==> config.mk <==
export PLATFORM = sky130hd
export DESIGN_NAME = input_filter_sched
export DESIGN_NICKNAME = d
export VERILOG_FILES = /design/src/rtl/input_filter_sched.sv
export SDC_FILE = /design/constraint.sdc
export NUM_CORES = 1
export LEC_CHECK = 0
export CORE_ASPECT_RATIO = 1.2
export CORE_MARGIN = 1.5
export CORE_UTILIZATION = 45
export DETAILED_ROUTE_END_ITERATION = 16
export PLACE_DENSITY = 0.77
export SYNTH_ARGS = -nofsm -noshare
export SYNTH_HDL_FRONTEND = slang
export SYNTH_SLANG_ARGS = --single-unit
export TNS_END_PERCENT = 10
==> constraint.sdc <==
create_clock -name clk -period 2 [get_ports clk]
set_input_delay 0.5 -clock clk [delete_from_list [all_inputs] [get_ports clk]]
set_output_delay 0.5 -clock clk [all_outputs]
set_load 0.01 [all_outputs]
==> src/rtl/input_filter_sched.sv <==
// Time-multiplexed glitch filter: one sequenced evaluator sweeps NUM_CH synchronised inputs per prescaler tick.
// Optional sticky change flags with write-1-to-clear ack and a registered irq are enabled by defining FILTER_IRQ_EN.
module input_filter_sched #(
  parameter int NUM_CH     = 8,
  parameter int FILTER_LEN = 5,
  parameter int PRESCALE   = 16
) (
  input  logic              clk,
  input  logic              rst_n,
  input  logic [NUM_CH-1:0] in_i,
  output logic [NUM_CH-1:0] out_o,
  output logic [NUM_CH-1:0] changed_o,
  output logic              sweep_done_o,
  output logic              busy_o
`ifdef FILTER_IRQ_EN
  ,
  input  logic [NUM_CH-1:0] ack_i,
  output logic [NUM_CH-1:0] pending_o,
  output logic              irq_o
`endif
);

  localparam int IDX_W = (NUM_CH > 1) ? $clog2(NUM_CH) : 1;
  localparam int CNT_W = $clog2(PRESCALE);
  localparam logic [IDX_W-1:0] LAST_IDX = IDX_W'(NUM_CH - 1);
  localparam logic [CNT_W-1:0] CNT_MAX  = CNT_W'(PRESCALE - 1);

  // A tick during SCAN/DONE would be lost, so the sweep must fit between ticks.
  if (PRESCALE < NUM_CH + 2) begin : g_bad_prescale
    $error("input_filter_sched: PRESCALE must be >= NUM_CH+2");
  end
  if (NUM_CH < 1 || NUM_CH > 32) begin : g_bad_num_ch
    $error("input_filter_sched: NUM_CH must be in 1..32");
  end
  if (FILTER_LEN < 2 || FILTER_LEN > 16) begin : g_bad_filter_len
    $error("input_filter_sched: FILTER_LEN must be in 2..16");
  end

  typedef enum logic [1:0] {
    IDLE = 2'd0,
    SCAN = 2'd1,
    DONE = 2'd2
  } state_e;

  state_e                  state_q, state_d;
  logic [IDX_W-1:0]        idx_q, idx_d;
  logic [NUM_CH-1:0]       sync1_q, sync_q;
  logic [NUM_CH-1:0]       snap_q, snap_d;
  logic [NUM_CH-1:0]       out_q, out_d;
  logic [NUM_CH-1:0]       changed_q, changed_d;
  logic                    sweep_done_q, sweep_done_d;
  logic [CNT_W-1:0]        cnt_q;
  logic                    tick;
  logic [FILTER_LEN-1:0]   hist_q [NUM_CH];
  logic [FILTER_LEN-1:0]   hist_new;
  logic                    hist_we;

  always_ff @(posedge clk or negedge rst_n) begin
    if (!rst_n) begin
      sync1_q <= '0;
      sync_q  <= '0;
      cnt_q   <= '0;
    end else begin
      // NOTE: sequential state uses non-blocking assignments so every flop samples pre-edge values.
      sync1_q <= in_i;
      sync_q  <= sync1_q;
      cnt_q   <= (cnt_q == CNT_MAX) ? '0 : cnt_q + 1'b1;
    end
  end

  assign tick = (cnt_q == CNT_MAX);

  always_ff @(posedge clk or negedge rst_n) begin
    if (!rst_n) begin
      state_q      <= IDLE;
      idx_q        <= '0;
      snap_q       <= '0;
      out_q        <= '0;
      changed_q    <= '0;
      sweep_done_q <= 1'b0;
      // NOTE: histories are reset so every channel restarts filtering from a known all-zero state.
      for (int k = 0; k < NUM_CH; k++) begin
        hist_q[k] <= '0;
      end
    end else begin
      state_q      <= state_d;
      idx_q        <= idx_d;
      snap_q       <= snap_d;
      out_q        <= out_d;
      changed_q    <= changed_d;
      sweep_done_q <= sweep_done_d;
      if (hist_we) begin
        hist_q[idx_q] <= hist_new;
      end
    end
  end

  always_comb begin
    // NOTE: every signal written here gets a default first, so no latch can be inferred.
    state_d      = state_q;
    idx_d        = idx_q;
    snap_d       = snap_q;
    out_d        = out_q;
    changed_d    = '0;
    sweep_done_d = 1'b0;
    hist_we      = 1'b0;
    hist_new     = {hist_q[idx_q][FILTER_LEN-2:0], snap_q[idx_q]};

    unique case (state_q)
      IDLE: begin
        if (tick) begin
          snap_d  = sync_q;
          idx_d   = '0;
          state_d = SCAN;
        end
      end
      SCAN: begin
        hist_we = 1'b1;
        // Set/reset filter: flip only on a full run of equal samples, otherwise hold.
        if (&hist_new) begin
          out_d[idx_q] = 1'b1;
        end else if (~|hist_new) begin
          out_d[idx_q] = 1'b0;
        end
        changed_d[idx_q] = out_d[idx_q] ^ out_q[idx_q];
        if (idx_q == LAST_IDX) begin
          state_d = DONE;
        end else begin
          idx_d = idx_q + 1'b1;
        end
      end
      DONE: begin
        sweep_done_d = 1'b1;
        state_d      = IDLE;
      end
      default: state_d = IDLE;
    endcase
  end

  assign out_o        = out_q;
  assign changed_o    = changed_q;
  assign sweep_done_o = sweep_done_q;
  assign busy_o       = (state_q != IDLE);

`ifdef FILTER_IRQ_EN
  logic [NUM_CH-1:0] pending_q;
  logic              irq_q;

  always_ff @(posedge clk or negedge rst_n) begin
    if (!rst_n) begin
      pending_q <= '0;
      irq_q     <= 1'b0;
    end else begin
      // A new change in the same cycle as its ack must not be lost, so set wins.
      pending_q <= changed_q | (pending_q & ~ack_i);
      irq_q     <= |pending_q;
    end
  end

  assign pending_o = pending_q;
  assign irq_o     = irq_q;
`endif

endmodule
# Word-level counts from Yosys, hierarchy flattened
# Cells that the tools add are included.
[word_totals] regBits=90 wordCells=73 inputBits=10
[op_classes] add_sub_neg=2 order_cmp=4 bitwise=6 reduce_logical=10 n_eq_ne=7 muxes=27
[ops] op="40-bit bitwise mux" n=1
[ops] op="8-bit 2-to-1 mux" n=4
[ops] op="8-bit bitwise AND" n=2
[ops] op="5-bit binary-select mux with 3-bit select" n=1
[ops] op="5-bit demux with 3-bit select" n=1
[ops] op="4-bit 2-to-1 mux" n=3
[ops] op="1-bit binary-select mux with 3-bit select" n=3
[ops] op="8-bit inverter" n=1
[ops] op="8-bit OR" n=1
[ops] op="1-bit 2-to-1 mux" n=6
[ops] op="3-bit 2-to-1 mux" n=2
[ops] op="2-bit inequality test (second input constant)" n=3
[ops] op="3-bit one-hot mux with 2 select lines" n=1
[ops] op="5-bit 2-to-1 mux" n=1
[ops] op="5-bit AND reduction" n=1
[ops] op="5-bit OR reduction" n=1
[ops] op="4-bit by 1-bit adder with 4-bit output (second input constant)" n=1
[ops] op="4-bit equality test (second input constant)" n=1
[ops] op="4-bit greater-or-equal comparator (second input constant)" n=1
[ops] op="3-bit by 4-bit less-than comparator with 1-bit output (second input constant)" n=1
[ops] op="4-bit by 1-bit less-than comparator with 1-bit output (second input constant)" n=1
[ops] op="2-bit 2-to-1 mux" n=2
[ops] op="3-bit inverter with 4-bit output" n=1
[ops] op="2-bit one-hot mux with 2 select lines" n=1
[ops] op="other kinds (12)" n=15

# Logic depth before layout (Yosys ltp)
# Gate-level depths: netlist of run 1.
[depth] ltp_word=14 ltp_mapped=10 mapped_depth_nobuf=6

# Worst setup path after synthesis of run 1
# No wires, ideal clock.
[synth_path] path_type="reg-to-reg" start="reg idx_q[1]" end="reg changed_q[0], in the netlist changed_o[0]" arrival_ps=2118 path_slack_ps=-195 required_ps=1923 setup_time_ps=77 synth_period_minus_slack_ps=2195 path_stages_with_launch=8 path_cell_list="dfrtp_1 -> buf_6 -> mux4_2 -> mux2i_4 -> o211ai_4 -> or4_1 -> buf_6 -> a21oi_2"
[synth_between] elab_chain_len=14 elab_cells_between_ends=26 cone_classes="order compare: 2; mux: 15; bitwise: 6; reduce/logical: 3"
[synth_lines] element="start, declared" line="46" source="logic [IDX_W-1:0] idx_q, idx_d;"
[synth_lines] element="start signal, assigned" line="87" source="idx_q <= idx_d;"
[synth_lines] element="3-bit by 4-bit less-than comparator with 1-bit output (implied by the code) / 3-bit by 1-bit greater-or-equal comparator with 1-bit output (equally long branches)" line="121, 123, 125"
[synth_lines] element="1-bit logical AND (implied by the code)" line="121, 123, 125"
[synth_lines] element="1-bit 2-to-1 mux (implied by the code)" line="121, 123, 125"
[synth_lines] element="1-bit demux with 3-bit select" line="121, 123, 125"
[synth_lines] element="8-bit inverter (no source line)"
[synth_lines] element="8-bit bitwise AND (no source line)"
[synth_lines] element="8-bit 2-to-1 mux" line="122" source="end else if (~|hist_new) begin"
[synth_lines] element="8-bit 2-to-1 mux" line="120" source="if (&hist_new) begin"
[synth_lines] element="8-bit 2-to-1 mux" line="109" source="unique case (state_q)"
[synth_lines] element="1-bit binary-select mux with 3-bit select" line="125" source="changed_d[idx_q] = out_d[idx_q] ^ out_q[idx_q];"
[synth_lines] element="1-bit 2-to-1 mux (implied by the code)" line="125"
[synth_lines] element="1-bit XOR" line="125"
[synth_lines] element="8-bit bitwise AND (no source line) *"
[synth_lines] element="8-bit 2-to-1 mux *" line="109"
[synth_lines] element="named net changed_d[0]" line="50" source="logic [NUM_CH-1:0] changed_q, changed_d;"
[synth_lines] element="end signal, assigned" line="90" source="changed_q <= changed_d;"
[synth_lines] element="end, declared" line="50"
# Mark *: on every way through the listed nets, which the timed path passes. The rest lies on a longest branch. The select of a mux whose other input is x is not followed.
# A chain may end at the register's enable or synchronous reset.

# Final worst setup path of run 1
[layout_path] start="reg idx_q[1]" end="reg changed_q[1], in the netlist changed_o[1]"
# Same word-level chain as after synthesis.

==> impl_metrics.tcl, run 1 <==
set metrics [dict create \
    status "finished with violations" \
    violations "setup timing" \
    cts_tree "done" \
    worstSetupEndpointType "flip-flop" \
    port_buffers 27 \
    holdCritPathClass "in -> async" \
    worstPathMaxFanout 8 \
    n_antenna_cell 0 \
    grt_pass1_vias 2468 \
    drcViolationCount 0 \
    clock_skew_ps 10.09 \
    synth_area_sq_um 3400 \
    sw_frac_of_total_pct 21.51 \
    htreeDepth 3 \
    cts_max_path_buffers 2 \
    p_leak_uw 0.001838 \
    cp_cell_sequence "mux4_2 -> mux2i_4 -> o211ai_4 -> or4_4 -> buf_8 -> a21oi_2" \
    hold_viol_final 0 \
    cts_sinks 82 \
    cts-buffers-inserted 9 \
    synth_area_leaders "dfrtp_1, mux2_2, nand2_1" \
    ir_drop_uv 499.0 \
    synth_edf_count 0 \
    final_area_sq_um 4374 \
    min_period_ps 2176 \
    ant_nets 0 \
    setup_tns_ps -2606 \
    tightestPinTransition_ps 415.0 \
    async_reset_ff_share_pct 100.0 \
    drive_above_1_share_pct 31.81 \
    avgSynthCellArea_sq_um 12.36 \
    yosys_warnings 0 \
    synth-seq-cells 82 \
    track_usage_pct 20.20 \
    crit_type "reg -> reg" \
    place_congestion 0.8953 \
    crit_required_ps 2270 \
    rsz0062_at_grt "true" \
    synthDistinctLibCells 39 \
    cts_root_buffer "clkbuf_8" \
    antenna_found_initial 0 \
    drv_slew 0 \
    chipHeight_um 98.21 \
    core-area_sq_um 7274 \
    die_x_um 82.35 \
    syn-instance-count 275 \
    syn_nets 288 \
    die_area_sq_um 8087 \
    first_iter_violations 180 \
    dpl_cell_area_sq_um 4001 \
    ioPinCount 28 \
    grt_pass1_wl_um 12220 \
    worstSkewPairLatency_ps 340 \
    report.power.total_uw 3047 \
    fin_nets 358 \
    yosysSeqAreaShare_pct 60.36 \
    combPwrFrac_pct 4.2 \
    synth_ff_type "dfrtp_1" \
    switching_power_uw 655.5 \
    crit_arrival_ps 2450 \
    setup_viol 19 \
    whs_ps 88.06 \
    max_freq_mhz 459.7 \
    worst_slack_ps -175.5 \
    dp_hpwl_um 5146 \
    area_delta_synth_final_pct 28.67 \
    critPathLaunchType "flip-flop" \
    netlist_top_cells_count "dfrtp_1, nand2_1, o21ai_1, mux2_2" \
    avgViaCountPerCell 5.481 \
    cts.clk_slew.worst_paths_ps 80 \
    cpMaxStageDelayCell "mux4_2" \
    initial_core_util_pct 46.73 \
    crit_buf_inv 1 \
    wl_per_cell_um 16.87 \
    yosysMostFrequentCell "dfrtp_1" \
    clkPwrFrac_pct 39.5 \
    firstDrtPassIters 4 \
    grt_start_max_net_pins 40 \
    num_vias 2406 \
    slew_headroom_pct 72.33 \
    p_per_area_nw_per_um2 696.6 \
    nFillCells 548 \
    num_rows 34 \
    critPathTopFamily "multiplexers" \
    yosys.area.top_type "dfrtp_1" \
    synth_top_area_share_pct 60.36 \
    cp_slowest_stage_delay_ps 580 \
    grt.overflow.total 0 \
    seqPwrFrac_pct 56.4 \
    p_int_uw 2392 \
    cap_violations 0 \
    finalCritPeriodShare_pct 108.8 \
    wirelength_um 7404 \
]
==> flip-flops by register name, summed over array words and instances, names as in the netlist <==
| register | count |
|---|---|
| sync1_q | 8 |
| out_o | 8 |
| changed_o | 8 |
| idx_q | 3 |
| cnt_q | 4 |
| snap_q | 8 |
| sweep_done_o | 1 |
| state_q | 2 |
| sync_q | 8 |
| hist_q | 32 |
==> cell type report <==
type	instances	area (sq um)	area share, %
well taps	90	112.6	2.574
multi-input cells	173	1340	30.64
clock buffers	11	151.4	3.461
repair buffers	72	636.9	14.56
inverters	7	26.28	0.6007
flip-flops and latches	82	2056	47.00
clock inverters	4	51.30	1.173
==> final timing paths <==
path	startpoint	to	slack, ps	cells past startpoint
max in group asynchronous	rst_n	idx_q[1]$_DFFE_PN0P_	1350	2
min in group clk	sync1_q[6]$_DFF_PN0_	sync_q[6]$_DFF_PN0_	350	0
min	rst_n	sync1_q[5]$_DFF_PN0_	90	1
max reg2reg	idx_q[1]$_DFFE_PN0P_	changed_o[1]$_DFF_PN0_	-180	6
max	idx_q[1]$_DFFE_PN0P_	changed_o[1]$_DFF_PN0_	-180	6
min reg2reg	sync1_q[6]$_DFF_PN0_	sync_q[6]$_DFF_PN0_	350	0
==> layer usage <==
metal | up-vias | global-route usage, % | part of all wire [%] | wire (um)
met4 | 0 | 9.648 | 3.7 | 275
met5 | - | 0 | 0 | 0
met3 | 21 | 4.673 | 4.0 | 295
li1 | 1122 | - | - | -
met2 | 67 | 32.65 | 51 | 3772
met1 | 1196 | 25.03 | 41 | 3060
==> logic make-up (layout without fill, tap and decap cells) <==
logic type,count (synthesis),after routing,synth area share [%]
AOI/OAI and AO/OA,66,66,12.96
muxes,32,32,12.55
and+or+nand+nor,71,71,9.533
xor gates and xnor gates,1,1,0.2577
DFF,82,82,60.36
adders and majority gates,3,3,1.104
buffers and inverters,20,94,3.239
==> power by group through the flow <==
stage	clock [uW]	sequential [uW]	combinational, uW
floorplan	0	1740	49.2
finish	1200	1720	127
detailed placement	0	1750	123
CTS	1230	1720	126
global route	1310	1720	140
global placement	0	1750	117
==> stage by stage <==
step	std cells	setup slack [ps]	utilization (%)
final	439	-175.5	60.13
after global routing	439	-268.4	60.13
after CTS	439	-183.3	59.68
after detailed placement	418	-409.8	55.01
after global placement	418	-368.4	55.01
after floorplan	275	-191.0	-
==> cells in the final DEF, fill, tap and decap left out, types with 6 or more instances in the layout <==
cell type and n:
a21oi_1 8, a21oi_2 8, buf_4 41, clkbuf_8 11, clkdlybuf4s50_1 26, dfrtp_1 79
mux2_2 15, mux2i_1 9, nand2_1 35, nand3_1 7, nor2_1 9, o21ai_0 6
o21ai_1 24
==> what timing repair did <==
item | CTS | global route
buffers inserted | 6 | 0
resized for setup | 19 | 5
endpoints found under the setup margin | 22 | 25
pin swaps | 6 | 0
hold buffers | 0 | 0
(Power assumes the default switching activity.)
==> inputs of run 2 (changes only) <==
--- a/config.mk
+++ b/config.mk
@@ -7,2 +7,3 @@
 export LEC_CHECK = 0
+export ABC_CLOCK_PERIOD_IN_PS = 2000
 export CORE_ASPECT_RATIO = 1.2
@@ -12,2 +13,3 @@
 export PLACE_DENSITY = 0.77
+export SETUP_SLACK_MARGIN = 0.1
 export SYNTH_ARGS = -nofsm -noshare
--- a/constraint.sdc
+++ b/constraint.sdc
@@ -3,2 +3,2 @@
 set_output_delay 0.5 -clock clk [all_outputs]
-set_load 0.01 [all_outputs]
+set_load 0.1 [all_outputs]
==> run 2 against run 1 <==
The run still ends with setup timing left. Critical path depth is 1 higher. Hold slack better by 18 ps. Die area stayed put. Sequential cell count stayed put. Core utilization is 0.21 points lower. Sequential power hardly changed.
==> impl_metrics.tcl, run 2 (same netlist as run 1, synthesis figures left out) <==
set metrics [dict create \
    cp_cell_sequence "buf_6 -> mux2i_1 -> a221o_1 -> o2bb2ai_2 -> or4_4 -> buf_8 -> a21oi_2" \
    num_vias 2406 \
    die_x_um 82.35 \
    htreeDepth 3 \
    clock_skew_ps 14.41 \
    port_buffers 27 \
    cts_sinks 82 \
    crit_required_ps 2280 \
    setup_tns_ps -2127 \
    combPwrFrac_pct 3.9 \
    status "finished with violations" \
    cap_violations 0 \
    holdCritPathClass "in -> async" \
    p_per_area_nw_per_um2 704.9 \
    critPathLaunchType "flip-flop" \
    rrSetupSlack_ps -180 \
    rsz0062_at_grt "true" \
    cts-buffers-inserted 9 \
    fin_nets 352 \
    report.power.total_uw 3073 \
    finalCritPeriodShare_pct 109.0 \
    top_register "hist_q" \
    dpl_cell_area_sq_um 4046 \
    final_area_sq_um 4359 \
    initial_core_util_pct 46.73 \
    setup_viol 16 \
    grt_pass1_vias 2366 \
    worstSkewPairLatency_ps 360 \
    drcViolationCount 0 \
    final_common_cell "dfrtp_1" \
    crit_arrival_ps 2460 \
    antenna_found_initial 0 \
    die_area_sq_um 8087 \
    crit_type "reg -> reg" \
    cts_max_path_buffers 2 \
    grt_pass1_wl_um 11630 \
    n_antenna_cell 0 \
    slew_headroom_pct 65.56 \
    cpMaxStageDelayCell "or4_4" \
    num_rows 34 \
    clkPwrFrac_pct 40.3 \
    max_freq_mhz 458.6 \
    cts_tree "done" \
    ant_nets 0 \
    grt_start_max_net_pins 42 \
    core-area_sq_um 7274 \
    p_leak_uw 0.001865 \
    r2r_start "idx_q[1]$_DFFE_PN0P_" \
    firstDrtPassIters 4 \
    ir_drop_uv 393.0 \
    nFillCells 555 \
    first_iter_violations 229 \
    grt.overflow.total 0 \
    post-place-ws_ps -370.9 \
    wl_per_cell_um 16.09 \
    violations "setup timing" \
    cp_slowest_stage_delay_ps 540 \
    hold_viol_final 0 \
    chipHeight_um 98.21 \
    area_delta_synth_final_pct 28.23 \
    drv_slew 0 \
    wirelength_um 6985 \
    ioPinCount 28 \
    largest_register_ffs 32 \
    worstSetupEndpointType "flip-flop" \
    dp_hpwl_um 4988 \
    worst_slack_ps -180.6 \
    layout.cells.most_common_list "dfrtp_1, buf_4, nand2_1" \
    drive_above_1_share_pct 35.76 \
    reg2reg_to "changed_o[2]$_DFF_PN0_" \
    min_period_ps 2181 \
    track_usage_pct 19.18 \
    cts_root_buffer "clkbuf_8" \
    post-route-util_pct 59.92 \
    p_int_uw 2376 \
    ff2ff_path_depth 7 \
    seqPwrFrac_pct 55.8 \
    avgViaCountPerCell 5.544 \
    place_congestion 0.8998 \
    sw_frac_of_total_pct 22.69 \
    worstPathMaxFanout 8 \
    cts.clk_slew.worst_paths_ps 90 \
    tightestPinTransition_ps 516.6 \
    switching_power_uw 697.3 \
]
[run 2: cell types whose count changed in the layout (fill, tap and decap cells not counted), sizes merged]
cell / before / now
buf: 46 / 58
inv: 7 / 8
clkinvlp: 1 / 0
clkbuf: 11 / 10
clkdlybuf4s50: 26 / 8
clkinv: 2 / 4
[run 2: worst max-delay path: cells and delay by family (launching register included)]
kind,cells,cell delay [ps]
compound gates,3,620
flops,1,510
buf+inv,2,330
mux,1,110
simple gates,1,540
[run 2: what timing repair did]
item                                    CTS  global route
gates cloned                              0             0
pin swaps                                 5             2
hold buffers                              0             0
endpoints found under the setup margin   29            30
setup buffers                             4             0
resized for setup                        11             5
[run 2: per-layer routing]
layer | vias to the layer above | GRT usage [%] | part of all wire (%)
met2 | 81 | 31.46 | 51
met5 | - | 0 | 0
met1 | 1194 | 24.07 | 42
met3 | 16 | 3.832 | 4.7
met4 | 0 | 8.475 | 2.1
li1 | 1115 | - | -
[run 2: worst max path at each step]
stage                                     from                endpoint  slack [ps]  cells after the start
after floorplan           idx_q[1]$_DFFE_PN0P_  changed_o[0]$_DFF_PN0_        -190                      7
after global placement    idx_q[1]$_DFFE_PN0P_  changed_o[0]$_DFF_PN0_        -280                      6
after detailed placement  idx_q[1]$_DFFE_PN0P_  changed_o[1]$_DFF_PN0_        -370                      6
after CTS                 idx_q[1]$_DFFE_PN0P_  changed_o[2]$_DFF_PN0_        -190                      7
after global routing      idx_q[1]$_DFFE_PN0P_  changed_o[2]$_DFF_PN0_        -240                      6
final                     idx_q[1]$_DFFE_PN0P_  changed_o[2]$_DFF_PN0_        -180                      7
[run 2: layout make-up]
| type | count | area (sq um) | area share, % |
|---|---|---|---|
| clock inverters | 6 | 73.82 | 1.693 |
| clock buffers | 10 | 137.6 | 3.157 |
| inverters | 7 | 26.28 | 0.6028 |
| repair buffers | 66 | 663.1 | 15.21 |
| well taps | 90 | 112.6 | 2.583 |
| multi-input cells | 173 | 1284 | 29.45 |
| flip-flops and latches | 82 | 2062 | 47.30 |
[run 2: through the flow]
step	instances	hold WS, ps
final	434	106.5
after global routing	434	134.4
after CTS	434	112.5
after detailed placement	414	334.7
after global placement	414	331.5
after floorplan	275	204.4
[run 2: power groups by stage]
| stage | clock network [uW] | logic (uW) | registers [uW] |
|---|---|---|---|
| after global placement | 0 | 117 | 1750 |
| after detailed placement | 0 | 120 | 1750 |
| after floorplan | 0 | 49.2 | 1740 |
| after CTS | 1260 | 121 | 1720 |
| after global routing | 1340 | 134 | 1720 |
| final | 1240 | 119 | 1720 |
==> inputs of run 3 (changes only) <==
- CAP_MARGIN: not set -> 20
==> results of run 3 <==
No change in the layout: final DEF, timing and power equal those of run 2.
